**src/rtl/fetch_pkg.sv**
```systemverilog
// Shared types and constants for the instruction fetch controller.
package fetch_pkg;

    typedef enum logic [1:0] {IDLE, FETCH, DRAIN, HOLD} state_t;

    localparam logic [1:0] BS_SEQ  = 2'b00;
    localparam logic [1:0] BS_COND = 2'b01;
    localparam logic [1:0] BS_JREG = 2'b10;
    localparam logic [1:0] BS_BR   = 2'b11;

    localparam logic [15:0] RESET_VECTOR = 16'h0000;

endpackage

```
**src/rtl/next_pc_sel.sv**
```systemverilog
// Branch decision and redirect target selection for the fetch controller.
module next_pc_sel
    import fetch_pkg::*;
(
    input  logic [1:0]  bs,
    input  logic        ps,
    input  logic        z,
    input  logic [15:0] bra,
    input  logic [15:0] raa,
    output logic        redirect,
    output logic [15:0] target
);

    always_comb begin
        redirect = 1'b0;
        target   = bra;
        case (bs)
            BS_SEQ:  redirect = 1'b0;
            // PS=0 takes the branch on Z=1, PS=1 takes it on Z=0
            BS_COND: redirect = z ^ ps;
            BS_JREG: begin
                redirect = 1'b1;
                target   = raa;
            end
            BS_BR:   redirect = 1'b1;
            default: redirect = 1'b0;
        endcase
    end

endmodule

```
**src/rtl/fetch_ctrl.sv**
```systemverilog
// Instruction fetch controller: PC sequencing, branch redirect, memory request
// handshake and a one-entry skid buffer for decode stalls.
module fetch_ctrl
    import fetch_pkg::*;
(
    input  logic        clk,
    input  logic        reset,
    input  logic [1:0]  BS,
    input  logic        PS,
    input  logic        Z,
    input  logic [15:0] BrA,
    input  logic [15:0] RAA,
    input  logic        stall,
    output logic        imem_req,
    output logic [15:0] imem_addr,
    input  logic        imem_ack,
    input  logic [31:0] imem_data,
    output logic [31:0] IR,
    output logic        IR_valid,
    output logic [15:0] PC,
    output logic [15:0] PC1,
    output logic        flush
);

    state_t      state_q, state_d;
    logic [15:0] pc_q, pc_d;
    logic [15:0] pc1_q, pc1_d;
    logic [15:0] old_addr_q, old_addr_d;
    logic [15:0] skid_pc1_q, skid_pc1_d;
    logic [31:0] ir_q, ir_d;
    logic [31:0] skid_ir_q, skid_ir_d;
    logic        irv_q, irv_d;
    logic        flush_q, flush_d;
    logic        redirect;
    logic [15:0] target;
    logic [15:0] pc_inc;

    next_pc_sel u_next_pc_sel (
        .bs       (BS),
        .ps       (PS),
        .z        (Z),
        .bra      (BrA),
        .raa      (RAA),
        .redirect (redirect),
        .target   (target)
    );

    assign pc_inc = pc_q + 16'd1;

    always_ff @(posedge clk or posedge reset) begin
        if (reset) begin
            state_q    <= IDLE;
            pc_q       <= RESET_VECTOR;
            pc1_q      <= 16'h0000;
            old_addr_q <= 16'h0000;
            skid_pc1_q <= 16'h0000;
            ir_q       <= 32'h0;
            skid_ir_q  <= 32'h0;
            irv_q      <= 1'b0;
            flush_q    <= 1'b0;
        end else begin
            state_q    <= state_d;
            pc_q       <= pc_d;
            pc1_q      <= pc1_d;
            old_addr_q <= old_addr_d;
            skid_pc1_q <= skid_pc1_d;
            ir_q       <= ir_d;
            skid_ir_q  <= skid_ir_d;
            irv_q      <= irv_d;
            flush_q    <= flush_d;
        end
    end

    // The skid buffer holds a live entry exactly while in HOLD.
    always_comb begin
        state_d    = state_q;
        pc_d       = pc_q;
        pc1_d      = pc1_q;
        old_addr_d = old_addr_q;
        skid_pc1_d = skid_pc1_q;
        ir_d       = ir_q;
        skid_ir_d  = skid_ir_q;
        irv_d      = irv_q;
        flush_d    = 1'b0;
        imem_req   = 1'b0;
        imem_addr  = pc_q;
        case (state_q)
            IDLE: state_d = FETCH;
            FETCH: begin
                imem_req = 1'b1;
                if (redirect) begin
                    pc_d    = target;
                    irv_d   = 1'b0;
                    flush_d = 1'b1;
                    if (!imem_ack) begin
                        old_addr_d = pc_q;
                        state_d    = DRAIN;
                    end
                end else if (imem_ack) begin
                    pc_d = pc_inc;
                    if (stall && irv_q) begin
                        skid_ir_d  = imem_data;
                        skid_pc1_d = pc_inc;
                        state_d    = HOLD;
                    end else begin
                        ir_d  = imem_data;
                        irv_d = 1'b1;
                        pc1_d = pc_inc;
                    end
                end else if (!stall) begin
                    irv_d = 1'b0;
                end
            end
            DRAIN: begin
                // Keep presenting the abandoned address until memory answers it.
                imem_req  = 1'b1;
                imem_addr = old_addr_q;
                if (redirect) begin
                    pc_d    = target;
                    irv_d   = 1'b0;
                    flush_d = 1'b1;
                end
                if (imem_ack) begin
                    state_d = FETCH;
                end
            end
            HOLD: begin
                if (redirect) begin
                    pc_d       = target;
                    irv_d      = 1'b0;
                    flush_d    = 1'b1;
                    skid_ir_d  = 32'h0;
                    skid_pc1_d = 16'h0000;
                    state_d    = FETCH;
                end else if (!stall) begin
                    ir_d    = skid_ir_q;
                    pc1_d   = skid_pc1_q;
                    irv_d   = 1'b1;
                    state_d = FETCH;
                end
            end
            default: state_d = IDLE;
        endcase
    end

    assign IR       = ir_q;
    assign IR_valid = irv_q;
    assign PC       = pc_q;
    assign PC1      = pc1_q;
    assign flush    = flush_q;

endmodule
```
**config.mk**
```make
export PLATFORM = sky130hd
export DESIGN_NAME = fetch_ctrl
export DESIGN_NICKNAME = d
export VERILOG_FILES = /design/src/rtl/fetch_pkg.sv /design/src/rtl/next_pc_sel.sv /design/src/rtl/fetch_ctrl.sv
export SDC_FILE = /design/constraint.sdc
export NUM_CORES = 1
export LEC_CHECK = 0
export ABC_AREA = 1
export ABC_CLOCK_PERIOD_IN_PS = 5650
export BUFFER_PORTS_ARGS = -buffer_cell sky130_fd_sc_hd__clkbuf_2
export CORE_MARGIN = 2
export CORE_UTILIZATION = 30
export CTS_BUF_LIST = sky130_fd_sc_hd__clkbuf_16
export CTS_CLUSTER_DIAMETER = 60
export DETAILED_ROUTE_END_ITERATION = 16
export PLACE_DENSITY_LB_ADDON = 0.3
export SLEW_MARGIN = 20
export SYNTH_ARGS = -nofsm -noshare
export SYNTH_HDL_FRONTEND = slang
export SYNTH_HIERARCHICAL = 1
export SYNTH_SLANG_ARGS = --single-unit
```
**constraint.sdc**
```tcl
create_clock -name clk -period 5.65 [get_ports clk]
set_input_delay 0.565 -clock clk [delete_from_list [all_inputs] [get_ports clk]]
set_output_delay 0.565 -clock clk [all_outputs]
set_load 0.01 [all_outputs]
```
==> results of run 1 <==
-- cell type report --
class	count	area [µm²]
Multi-Input combinational cell	573	2650
Tap cell	275	344.1
Sequential cell	132	3303
Timing Repair Buffer	157	793.3
Fill cell	2243	13130
Clock inverter	15	180.2
Clock buffer	17	425.4
Inverter	33	128.9
-- cells by family (layout without fill, tap and decap cells) --
logic type,after synthesis,after routing,synth area share [%]
and+or+nand+nor,377,377,23.24
AOI/OAI and AO/OA,185,185,16.38
adders and majority gates,5,5,0.9796
xor gates and xnor gates,6,6,0.8229
buffers and inverters,81,222,6.857
DFF,132,132,51.72
-- Yosys cell counts (2+ instances only) --
library cell,instances,area share (%)
nand2_1,252,15
dfrtp_1,132,52
nor2_1,85,5.0
o21ai_0,80,6.3
a21oi_1,36,2.8
a31oi_1,36,3.5
nand3_1,31,2.4
inv_1,28,1.6
clkbuf_1,19,1.1
o21ai_2,17,2.3
buf_6,14,2.5
buf_2,11,0.86
o21ai_1,9,0.71
o22ai_1,6,0.59
ha_1,5,0.98
inv_2,5,0.29
xor2_1,5,0.69
buf_4,4,0.47
nand4_1,3,0.29
nor2_2,2,0.20
-- per-layer routing --
metal / share of wire, % / track usage [%] / routed length (µm)
met2: 43 / 23.01 / 7284
met4: 1.5 / 4.858 / 253
met5: 0 / 0 / 0
met3: 7.4 / 4.970 / 1254
met1: 48 / 21.41 / 8202
-- sequential cells by signal, indices dropped and copies added (netlist names) --
| signal | flops |
|---|---|
| flush | 1 |
| state_q | 2 |
| skid_pc1_q | 16 |
| IR_valid | 1 |
| PC1 | 16 |
| old_addr_q | 16 |
| PC | 16 |
| IR | 32 |
| skid_ir_q | 32 |
-- through the flow --
step                      utilization [%]  cell area (µm²)  power (mW)  setup slack, ns
after floorplan                         -             6386       3.073            1.559
after global routing                37.34             7825       5.265            1.798
final                               37.34             7825       4.839            2.162
after global placement              34.44             7217       3.717            2.323
after detailed placement            34.44             7217       3.755            2.189
after CTS                           37.33             7823       4.905            2.174
-- cell usage in the layout, fill, tap and decap left out, types with 9 or more instances in the layout --
master	instances
a31oi_1	36
clkbuf_16	17
nand2_1	252
clkbuf_2	154
a21oi_1	36
o21ai_1	9
o21ai_2	17
nand3_1	31
dfrtp_1	132
o21ai_0	80
inv_1	28
nor2_1	85
-- worst max-delay path: cells and delay by family, from the launching register on --
family	cells	cell delay, ns
flip-flops	1	0.42
AND/OR/NAND/NOR	2	0.31
buffers and inverters	4	1.92
adder cells (fa/ha/maj)	1	0.19
AO/OA/AOI/OAI	2	0.48
-- power groups by stage --
stage	Combinational (mW)	Clock, mW	Sequential (mW)
global route	2.31	1.20	1.76
global placement	2.01	0	1.70
finish	2.02	1.13	1.69
detailed placement	2.04	0	1.71
floorplan	1.32	0	1.76
CTS	2.05	1.16	1.70
-- worst paths after layout --
path | end | startpoint | depth (start not counted) | slack, ns
worst max-delay path | IR[21] | state_q[1] | 9 | 2.16
worst min-delay path | IR[23] | reset | 2 | 0.24
worst max register to register | IR[21] | state_q[1] | 9 | 2.16
worst min register to register | skid_ir_q[31] | skid_ir_q[31] | 2 | 0.48
max in group asynchronous | PC1[9] | reset | 3 | 4.12
min in group clk | IR[29] | imem_data[29] | 3 | 0.41
==> reports/metrics.csv, run 1 <==
stage,metric,value,unit
finish,Layout Nets,991,
floorplan,Initial Util,30.48,%
sta,Slew Limit Fails,0,
hold_path,Worst Hold Class,in -> async,
finish,Layout area overhead,22.53,%
route,Remaining DRCs,0,
global_route,first-pass GRT wire length,27.24,mm
yosys,unique cell type count in the Yosys netlist,26,
setup_path,arrival time at the worst endpoint,3.81,ns
sta,relative slew slack,31.22,%
sta,Final Setup Violations,0,
clocking,# Post-CTS Setup Buffers,0,
global_route,largest net degree at the start of global routing,94,
global_route,vias in the first global route,5159,
sta,Worst Tran Pin Value,1.032,ns
route,Pre-antenna DRT Iters,6,
yosys,Yosys reg bits,132,
yosys,"Seq/Total Area, Yosys",51.72,%
sta,Hold Fails Final Rpt,0,
pwr,PwrDens,618.4,nW/µm²
route,vias per inst,4.602,
pwr,Logic pwr share,41.7,%
sta,Layout Skew,0.009611,ns
setup_path,CP endpoint kind,flip-flop,
finish,layout cell share with drive strength beyond 1,23.52,%
yosys,"Primary FF master, synth",dfrtp_1,
floorplan,DIE WIDTH,149.9,µm
route,Routed WL,17.00,mm
finish,Ant. Diodes,0,
setup_path,Critical Setup Path Class,reg -> reg,
pwr,Pint,2.790,mW
clocking,TritonCTS clock tree,built,
status,run status,"complete, no violations",
floorplan,Chip Height,149.9,µm
sta,Final min period,3.488,ns
yosys,warnings from Yosys,6,
route,wire per inst,14.14,µm
placement,placed insts,1170,
sta,hold slack,0.2413,ns
route,via count,5532,
setup_path,crit-path cells,ha_2 -> buf_4 -> inv_2 -> a21oi_1 -> nand2_2 -> inv_2 -> buf_4 -> nor2_1 -> a31oi_1,
job,Max Cap Viol,0,
floorplan,CORE AREA,20960,µm²
yosys,Post-Syn Nets,863,
global_route,Overall Global Routing Usage,15.48,%
global_route,total grt overflow,0,
floorplan,die area,22470,µm²
clocking,clk_lat worst skew,0.41,ns
sta,Max Fclk,0.2867,GHz
pwr,Clk pwr share,23.3,%
yosys,syn avg cell area,8.125,µm²
clocking,Post-CTS Resized,0,
setup_path,Worst setup SP type,flip-flop,
sta,Final Cycle Share,61.74,%
pwr,Switch Pwr,2.050,mW
floorplan,I/O pin count,155,
yosys,Netlist Area Pre-Place,6386,µm²
pwr,LEAKAGE,3.816,nW
placement,detailed placement HPWL,11.73,mm
pwr,Switching Share,42.36,%
placement,port buffer count,154,
global_route,initial antenna violation count,0,
yosys,Synth Instances,786,
setup_path,CP Max Fanout,66,
clocking,Num CTS Buffers,17,
yosys,Post-synth EDFFs,0,
finish,count of non-filler cells in the finished layout,1202,
clocking,CTS Hold Bufs,0,
sta,Setup TNS Final,0,ns
setup_path,critical path required time,5.98,ns
clocking,Clock Sinks,132,
yosys,Async SR Flop Fraction,100.0,%
clocking,root buffer cell,clkbuf_16,
pwr,Sequential Power Share,35.0,%
sta,RSZ-0062 raised after global routing,no,
pwr,Worst VDD drop,201.3,µV
setup_path,CP peak stage delay,0.60,ns
clocking,Clock Tree Buf Depth,2,
route,1st-iter DRT viols,362,
route,remaining antenna violation count,0,
floorplan,number of core rows,53,
placement,Final Wtd Congestion,0.8160,
clocking,H-tree depth,4,
setup_path,slowest CP cell,buf_4,
clocking,Clock Pin Slew Worst Setup and Hold Paths,0.06,ns
(Power assumes the default switching activity.)
==> inputs of run 2 (changes only) <==
Settings changed: ABC_CLOCK_PERIOD_IN_PS 5650 to 3000.
Clock period 5.65 ns to 3 ns, I/O delays scaled along.
==> run 2 against run 1 <==
  * Power increased by 92%
  * Critical endpoint is now PC[2]
  * Critical path type unchanged
  * Sequential share of layout area decreased by 0.43 points
  * Via count increased by 0.99%
  * Largest cell class unchanged
  * Worst hold slack got worse by 0.16 ns
  * Sequential power increased by 89%
  * First-iteration DRC count decreased by 11%
==> reports/metrics.csv, run 2 (same netlist as run 1, synthesis figures left out) <==
stage,metric,value,unit,change
sta,hold slack,0.08583,ns,-0.1554 ns
setup_path,critical path required time,3.29,ns,-2.69 ns
clocking,clk_lat worst skew,0.43,ns,+0.02 ns
finish,Util after Layout,37.73,%,+0.39 points
route,via count,5587,,+0.99%
finish,fillers,2232,,-0.49%
finish,multi-input logic area,2648,µm²,about the same
placement,port buffer count,154,,unchanged
clocking,# Post-CTS Setup Buffers,0,,unchanged
route,remaining antenna violation count,0,,unchanged
setup_path,cell family with most CP delay,buffers and inverters,,
global_route,vias in the first global route,5201,,+0.81%
status,run status,"complete, no violations",,
finish,count of non-filler cells in the finished layout,1208,,+0.50%
finish,layout cell share with drive strength beyond 1,24.01,%,+0.49 points
clocking,Num CTS Buffers,17,,unchanged
placement,detailed placement HPWL,11.93,mm,+1.7%
sta,relative slew slack,36.06,%,+4.8 points
route,Remaining DRCs,0,,unchanged
finish,register area,3303,µm²,unchanged
setup_path,Worst setup SP type,flip-flop,,
global_route,Overall Global Routing Usage,15.73,%,+0.25 points
floorplan,I/O pin count,155,,unchanged
global_route,initial antenna violation count,0,,unchanged
sta,Setup TNS Final,0,ns,unchanged
clocking,root buffer cell,clkbuf_16,,
sta,RSZ-0062 raised after global routing,no,,
clocking,CTS Hold Bufs,0,,unchanged
finish,most frequent cells in the layout,"nand2_1, clkbuf_2, dfrtp_1",,
sta,Final min period,2.297,ns,-1.192 ns
clocking,H-tree depth,4,,unchanged
global_route,first-pass GRT wire length,27.67,mm,+1.6%
sta,Layout Skew,0.01509,ns,+0.005480 ns
finish,"commonest non-fill, non-tap cell in the layout",nand2_1,,
setup_path,arrival time at the worst endpoint,2.59,ns,-1.22 ns
floorplan,Chip Height,149.9,µm,unchanged
route,1st-iter DRT viols,323,,-11%
setup_path,Critical Setup Path Class,reg -> reg,,
route,Routed WL,17.38,mm,+2.3%
setup_path,CP bufs+invs,3,,-1
floorplan,CORE AREA,20960,µm²,unchanged
setup_path,CP endpoint kind,flip-flop,,
finish,Ant. Diodes,0,,unchanged
pwr,LEAKAGE,3.876,nW,+1.6%
finish,Layout Nets,997,,+0.61%
finish,design area,7906,µm²,+1.0%
clocking,TritonCTS clock tree,built,,
pwr,Worst VDD drop,429.0,µV,+110%
pwr,PwrDens,1175,nW/µm²,+90%
setup_path,crit-path cells,inv_1 -> ha_1 -> inv_2 -> nor2_2 -> nand2_1 -> nand2_1 -> inv_1 -> o21ai_0 -> a21oi_1 -> a21oi_1,,
hold_path,Worst Hold Class,in -> async,,
floorplan,DIE WIDTH,149.9,µm,unchanged
setup_path,CP Max Fanout,20,,-70%
sta,Slew Limit Fails,0,,unchanged
sta,Worst Tran Pin Value,0.9567,ns,-0.07504 ns
clocking,Clock Tree Buf Depth,2,,unchanged
setup_path,slowest CP cell,inv_1,,
finish,Layout area overhead,23.80,%,
sta,Max Fclk,0.4354,GHz,+52%
pwr,total design power,9.291,mW,+92%
sta,Final Setup Violations,0,,unchanged
route,Pre-antenna DRT Iters,5,,-1
sta,PnR worst setup slack,0.7034,ns,-1.458 ns
clocking,Clock Pin Slew Worst Setup and Hold Paths,0.06,ns,about the same
route,vias per inst,4.625,,+0.49%
job,Max Cap Viol,0,,unchanged
placement,Final Wtd Congestion,0.8446,,+3.5%
global_route,largest net degree at the start of global routing,133,,+41%
global_route,total grt overflow,0,,unchanged
placement,placed insts,1176,,+0.51%
placement,pre-CTS setup slack,0.6008,ns,-1.588 ns
sta,Final Cycle Share,76.55,%,+15 points
placement,placed instance area,7286,µm²,+0.95%
floorplan,Initial Util,30.48,%,unchanged
sta,Hold Fails Final Rpt,0,,unchanged
setup_path,CP peak stage delay,0.51,ns,-0.09 ns
floorplan,die area,22470,µm²,unchanged
route,wire per inst,14.39,µm,+1.8%
floorplan,number of core rows,53,,unchanged
clocking,Clock Sinks,132,,unchanged
clocking,Post-CTS Resized,0,,unchanged
-- run 2: power breakdown --
part,internal [mW],switching (mW),total [mW]
clock network,1.34,0.878,2.21
registers,2.63,0.569,3.20
logic,1.35,2.52,3.87
-- run 2: final cells by class --
type                    count  area share [%]
flip-flops and latches    132           41.78
multi-input cells         573           33.49
repair buffers            163           10.92
clock buffers              17           5.381
well taps                 275           4.352
clock inverters            15           2.469
inverters                  33           1.614
-- run 2: worst min-delay path, cell delays in order --
cell and delay (ns):
clkbuf_2 0.10, clkinvlp_4 0.07, buf_12 0.51
-- run 2: routing by layer --
| layer | part of all wire (%) | global-route usage, % |
|---|---|---|
| met1 | 49 | 21.99 |
| met2 | 44 | 24.16 |
| met3 | 5.8 | 3.689 |
| met4 | 1.3 | 4.858 |
| met5 | 0 | 0 |
-- run 2: path summary, 6_finish.rpt --
path | start | endpoint | slack, ns | cells after the start
min reg2reg | skid_ir_q[13] | skid_ir_q[13] | 0.48 | 2
max in group asynchronous | reset | PC1[0] | 2.41 | 3
max | state_q[1] | PC[2] | 0.70 | 10
min | reset | IR[24] | 0.09 | 3
min in group clk | imem_data[1] | skid_ir_q[1] | 0.14 | 3
max reg2reg | state_q[1] | PC[2] | 0.70 | 10
==> inputs of run 3 (changes only) <==
Settings changed: ABC_AREA 1 to 0, ABC_CLOCK_PERIOD_IN_PS 3000 to 2100.
Clock period 3 ns to 2.1 ns, I/O delays scaled along.
==> run 3 against run 2 <==
  * Wire length is 6.4% lower
  * Cell count down 15%
  * Via count fell by 13%
  * Worst hold slack worse by 0.049 ns
  * Critical path depth decreased by 5
  * Critical path type is now reg -> out
  * Critical endpoint is now imem_addr[8]
  * Highest routed layer unchanged
==> reports/metrics.csv, run 3 <==
stage,metric,value,unit,change
status,run status,"complete, no violations",,
floorplan,Chip Height,150.0,µm,about the same
job,Max Cap Viol,0,,unchanged
sta,RSZ-0062 raised after global routing,yes,,
floorplan,number of core rows,53,,unchanged
sta,Final min period,2.052,ns,
pwr,LEAKAGE,3.993,nW,+3.0%
yosys,"top cells by area, synth","dfrtp_1, mux2i_1, mux2_2, a22o_1, o21ai_0",,
yosys,post-synth top area cell,dfrtp_1,,
yosys,unique cell type count in the Yosys netlist,50,,+92%
sta,Final Setup Violations,0,,unchanged
finish,layout cell share with drive strength beyond 1,36.30,%,+12 points
route,vias per inst,4.711,,+1.9%
finish,most frequent cells in the layout,"clkbuf_2, dfrtp_1, nand2_1",,
placement,port buffer count,154,,unchanged
route,Routed WL,16.27,mm,-6.4%
yosys,"count leader, synth",dfrtp_1,,
clocking,TritonCTS clock tree,built,,
hold_path,Worst Hold Class,in -> reg,,
sta,relative slew slack,63.28,%,+27 points
global_route,first-pass GRT wire length,25.84,mm,-6.6%
yosys,most frequent cells after synthesis,"dfrtp_1, nand2_1, o21ai_0, mux2i_1, a22o_1",,
floorplan,Initial Util,30.51,%,about the same
sta,Layout Skew,0.01192,ns,-0.003167 ns
yosys,Post-synth EDFFs,0,,unchanged
pwr,Worst VDD drop,536.2,µV,+25%
sta,Max Fclk,0.4872,GHz,
setup_path,crit-path cells,inv_2 -> ha_4 -> bufbuf_16 -> mux2_2 -> clkbuf_2,,
clocking,Num CTS Buffers,17,,unchanged
setup_path,Critical Setup Path Class,reg -> out,,
finish,"commonest non-fill, non-tap cell in the layout",clkbuf_2,,
sta,Slew Limit Fails,0,,unchanged
yosys,"Primary FF master, synth",dfrtp_1,,
floorplan,die area,22490,µm²,about the same
route,via count,4838,,-13%
floorplan,I/O pin count,155,,unchanged
clocking,Clock Tree Buf Depth,2,,unchanged
yosys,Post-Syn Nets,659,,-24%
setup_path,CP bufs+invs,3,,unchanged
pwr,PwrDens,1483,nW/µm²,+26%
setup_path,arrival time at the worst endpoint,1.84,ns,-0.75 ns
setup_path,slowest CP cell,dfrtp_2,,
yosys,"Seq/Total Area, Yosys",51.67,%,about the same
sta,Hold Fails Final Rpt,0,,unchanged
clocking,root buffer cell,clkbuf_16,,
route,Pre-antenna DRT Iters,5,,unchanged
sta,PnR worst setup slack,0.04762,ns,-0.6557 ns
route,1st-iter DRT viols,213,,-34%
setup_path,CP endpoint kind,primary output,,
finish,Layout area overhead,29.65,%,
finish,count of non-filler cells in the finished layout,1027,,-15%
sta,hold slack,0.03656,ns,-0.04926 ns
global_route,Overall Global Routing Usage,14.83,%,-0.91 points
clocking,Clock Pin Slew Worst Setup and Hold Paths,0.06,ns,about the same
global_route,largest net degree at the start of global routing,72,,-46%
placement,Final Wtd Congestion,0.7620,,-9.8%
yosys,Yosys reg bits,132,,unchanged
yosys,syn avg cell area,10.98,µm²,+35%
yosys,warnings from Yosys,6,,unchanged
placement,pre-CTS setup slack,0.02331,ns,-0.5774 ns
route,Remaining DRCs,0,,unchanged
route,wire per inst,15.84,µm,+10%
sta,Final Cycle Share,97.73,%,
finish,Ant. Diodes,0,,unchanged
global_route,initial antenna violation count,0,,unchanged
clocking,clk_lat worst skew,0.42,ns,about the same
finish,design area,8288,µm²,+4.8%
placement,detailed placement HPWL,11.19,mm,-6.1%
floorplan,CORE AREA,20960,µm²,unchanged
sta,Worst Tran Pin Value,0.5509,ns,-0.4059 ns
clocking,Clock Sinks,132,,unchanged
yosys,Netlist Area Pre-Place,6392,µm²,about the same
route,remaining antenna violation count,0,,unchanged
placement,placed insts,990,,-16%
setup_path,Worst setup SP type,flip-flop,,
global_route,total grt overflow,0,,unchanged
yosys,Synth Instances,582,,-26%
global_route,vias in the first global route,4808,,-7.6%
setup_path,cell family with most CP delay,buffers and inverters,,
yosys,Yosys top cell area share,51.67,%,about the same
setup_path,CP Max Fanout,10,,-50%
setup_path,CP peak stage delay,0.43,ns,-0.08 ns
yosys,Async SR Flop Fraction,100.0,%,unchanged
floorplan,DIE WIDTH,150.0,µm,about the same
placement,placed instance area,7582,µm²,+4.1%
clocking,H-tree depth,4,,unchanged
finish,Layout Nets,816,,-18%
setup_path,critical path required time,1.89,ns,-1.40 ns
finish,fillers,2116,,-5.2%
## run 3: changes by cell type in the layout (fill, tap and decap cells not counted), moves of 11 or more
cell / previous run / this run
o21ai_0: 80 / 69
mux2i_1: 0 / 47
inv_1: 28 / 9
a22o_1: 0 / 42
a21oi_1: 36 / 15
nand3_1: 31 / 9
mux2_2: 0 / 36
o21ai_2: 17 / 0
nand2_1: 252 / 74
a31oi_1: 36 / 3
nor2_1: 85 / 20
buf_4: 7 / 18
## run 3: cell families (layout without fill, tap and decap cells)
logic type	after synthesis	after routing	share of synthesized area [%]
compound gates	150	150	15.11
simple gates	134	134	10.02
flops	132	132	51.67
mux	93	93	16.05
buf+inv	54	224	4.247
xor+xnor	14	14	1.918
fa+ha+maj	5	5	0.9787
## run 3: where the power goes
| part | total (mW) | internal (mW) | switching (mW) | leakage, nW |
|---|---|---|---|---|
| Combinational | 5.09 | 2.30 | 2.79 | 1.98 |
| Sequential | 4.16 | 3.48 | 0.682 | 1.71 |
| Clock | 3.03 | 1.95 | 1.08 | 0.303 |
| Total | 12.3 | 7.73 | 4.56 | 3.99 |
## run 3: path summary, 6_finish.rpt
kind / depth (start not counted) / slack (ns) / endpoint / start
max: 5 / 0.05 / imem_addr[8] / state_q[0]
min: 2 / 0.04 / skid_ir_q[8] / imem_data[8]
max reg2reg: 8 / 0.17 / IR[10] / state_q[1]
min in group asynchronous: 4 / 0.48 / IR[11] / reset
max in group asynchronous: 4 / 1.27 / PC1[7] / reset
min reg2reg: 2 / 0.47 / PC1[15] / PC1[15]
## run 3: metal layers
| metal | part of all wire (%) | global-route usage (%) | vias to the layer above |
|---|---|---|---|
| met3 | 5.4 | 3.811 | 13 |
| met1 | 49 | 20.81 | 2296 |
| met2 | 44 | 22.76 | 132 |
| met4 | 1.1 | 3.868 | 0 |
| li1 | - | - | 2397 |
| met5 | 0 | 0 | - |
## run 3: per-stage QoR
stage | power [mW] | TNS (ns) | utilization [%]
after floorplan | 7.254 | 0 | -
after global placement | 9.188 | 0 | 36.18
after detailed placement | 9.255 | 0 | 36.18
after CTS | 12.45 | 0 | 39.44
after global routing | 13.17 | -0.07898 | 39.55
final | 12.29 | 0 | 39.55
## run 3: layout make-up
class | count | area (µm²) | share of cell area (%)
sequential | 132 | 3306 | 39.89
tap | 275 | 344.1 | 4.152
inverter | 9 | 37.54 | 0.4529
multi-input combinational | 396 | 2884 | 34.80
clock buffer | 17 | 425.4 | 5.133
timing repair buffer | 183 | 1120 | 13.51
clock inverter | 15 | 171.4 | 2.068
## run 3: timing repair
item                       in CTS  in global routing
pin swaps                       0                  0
hold endpoints to repair      132                  0
hold buffers                    1                  0
setup buffers                   2                  1
cloned                          1                  0
setup endpoints to repair      15                 43
resized for setup               8                  3
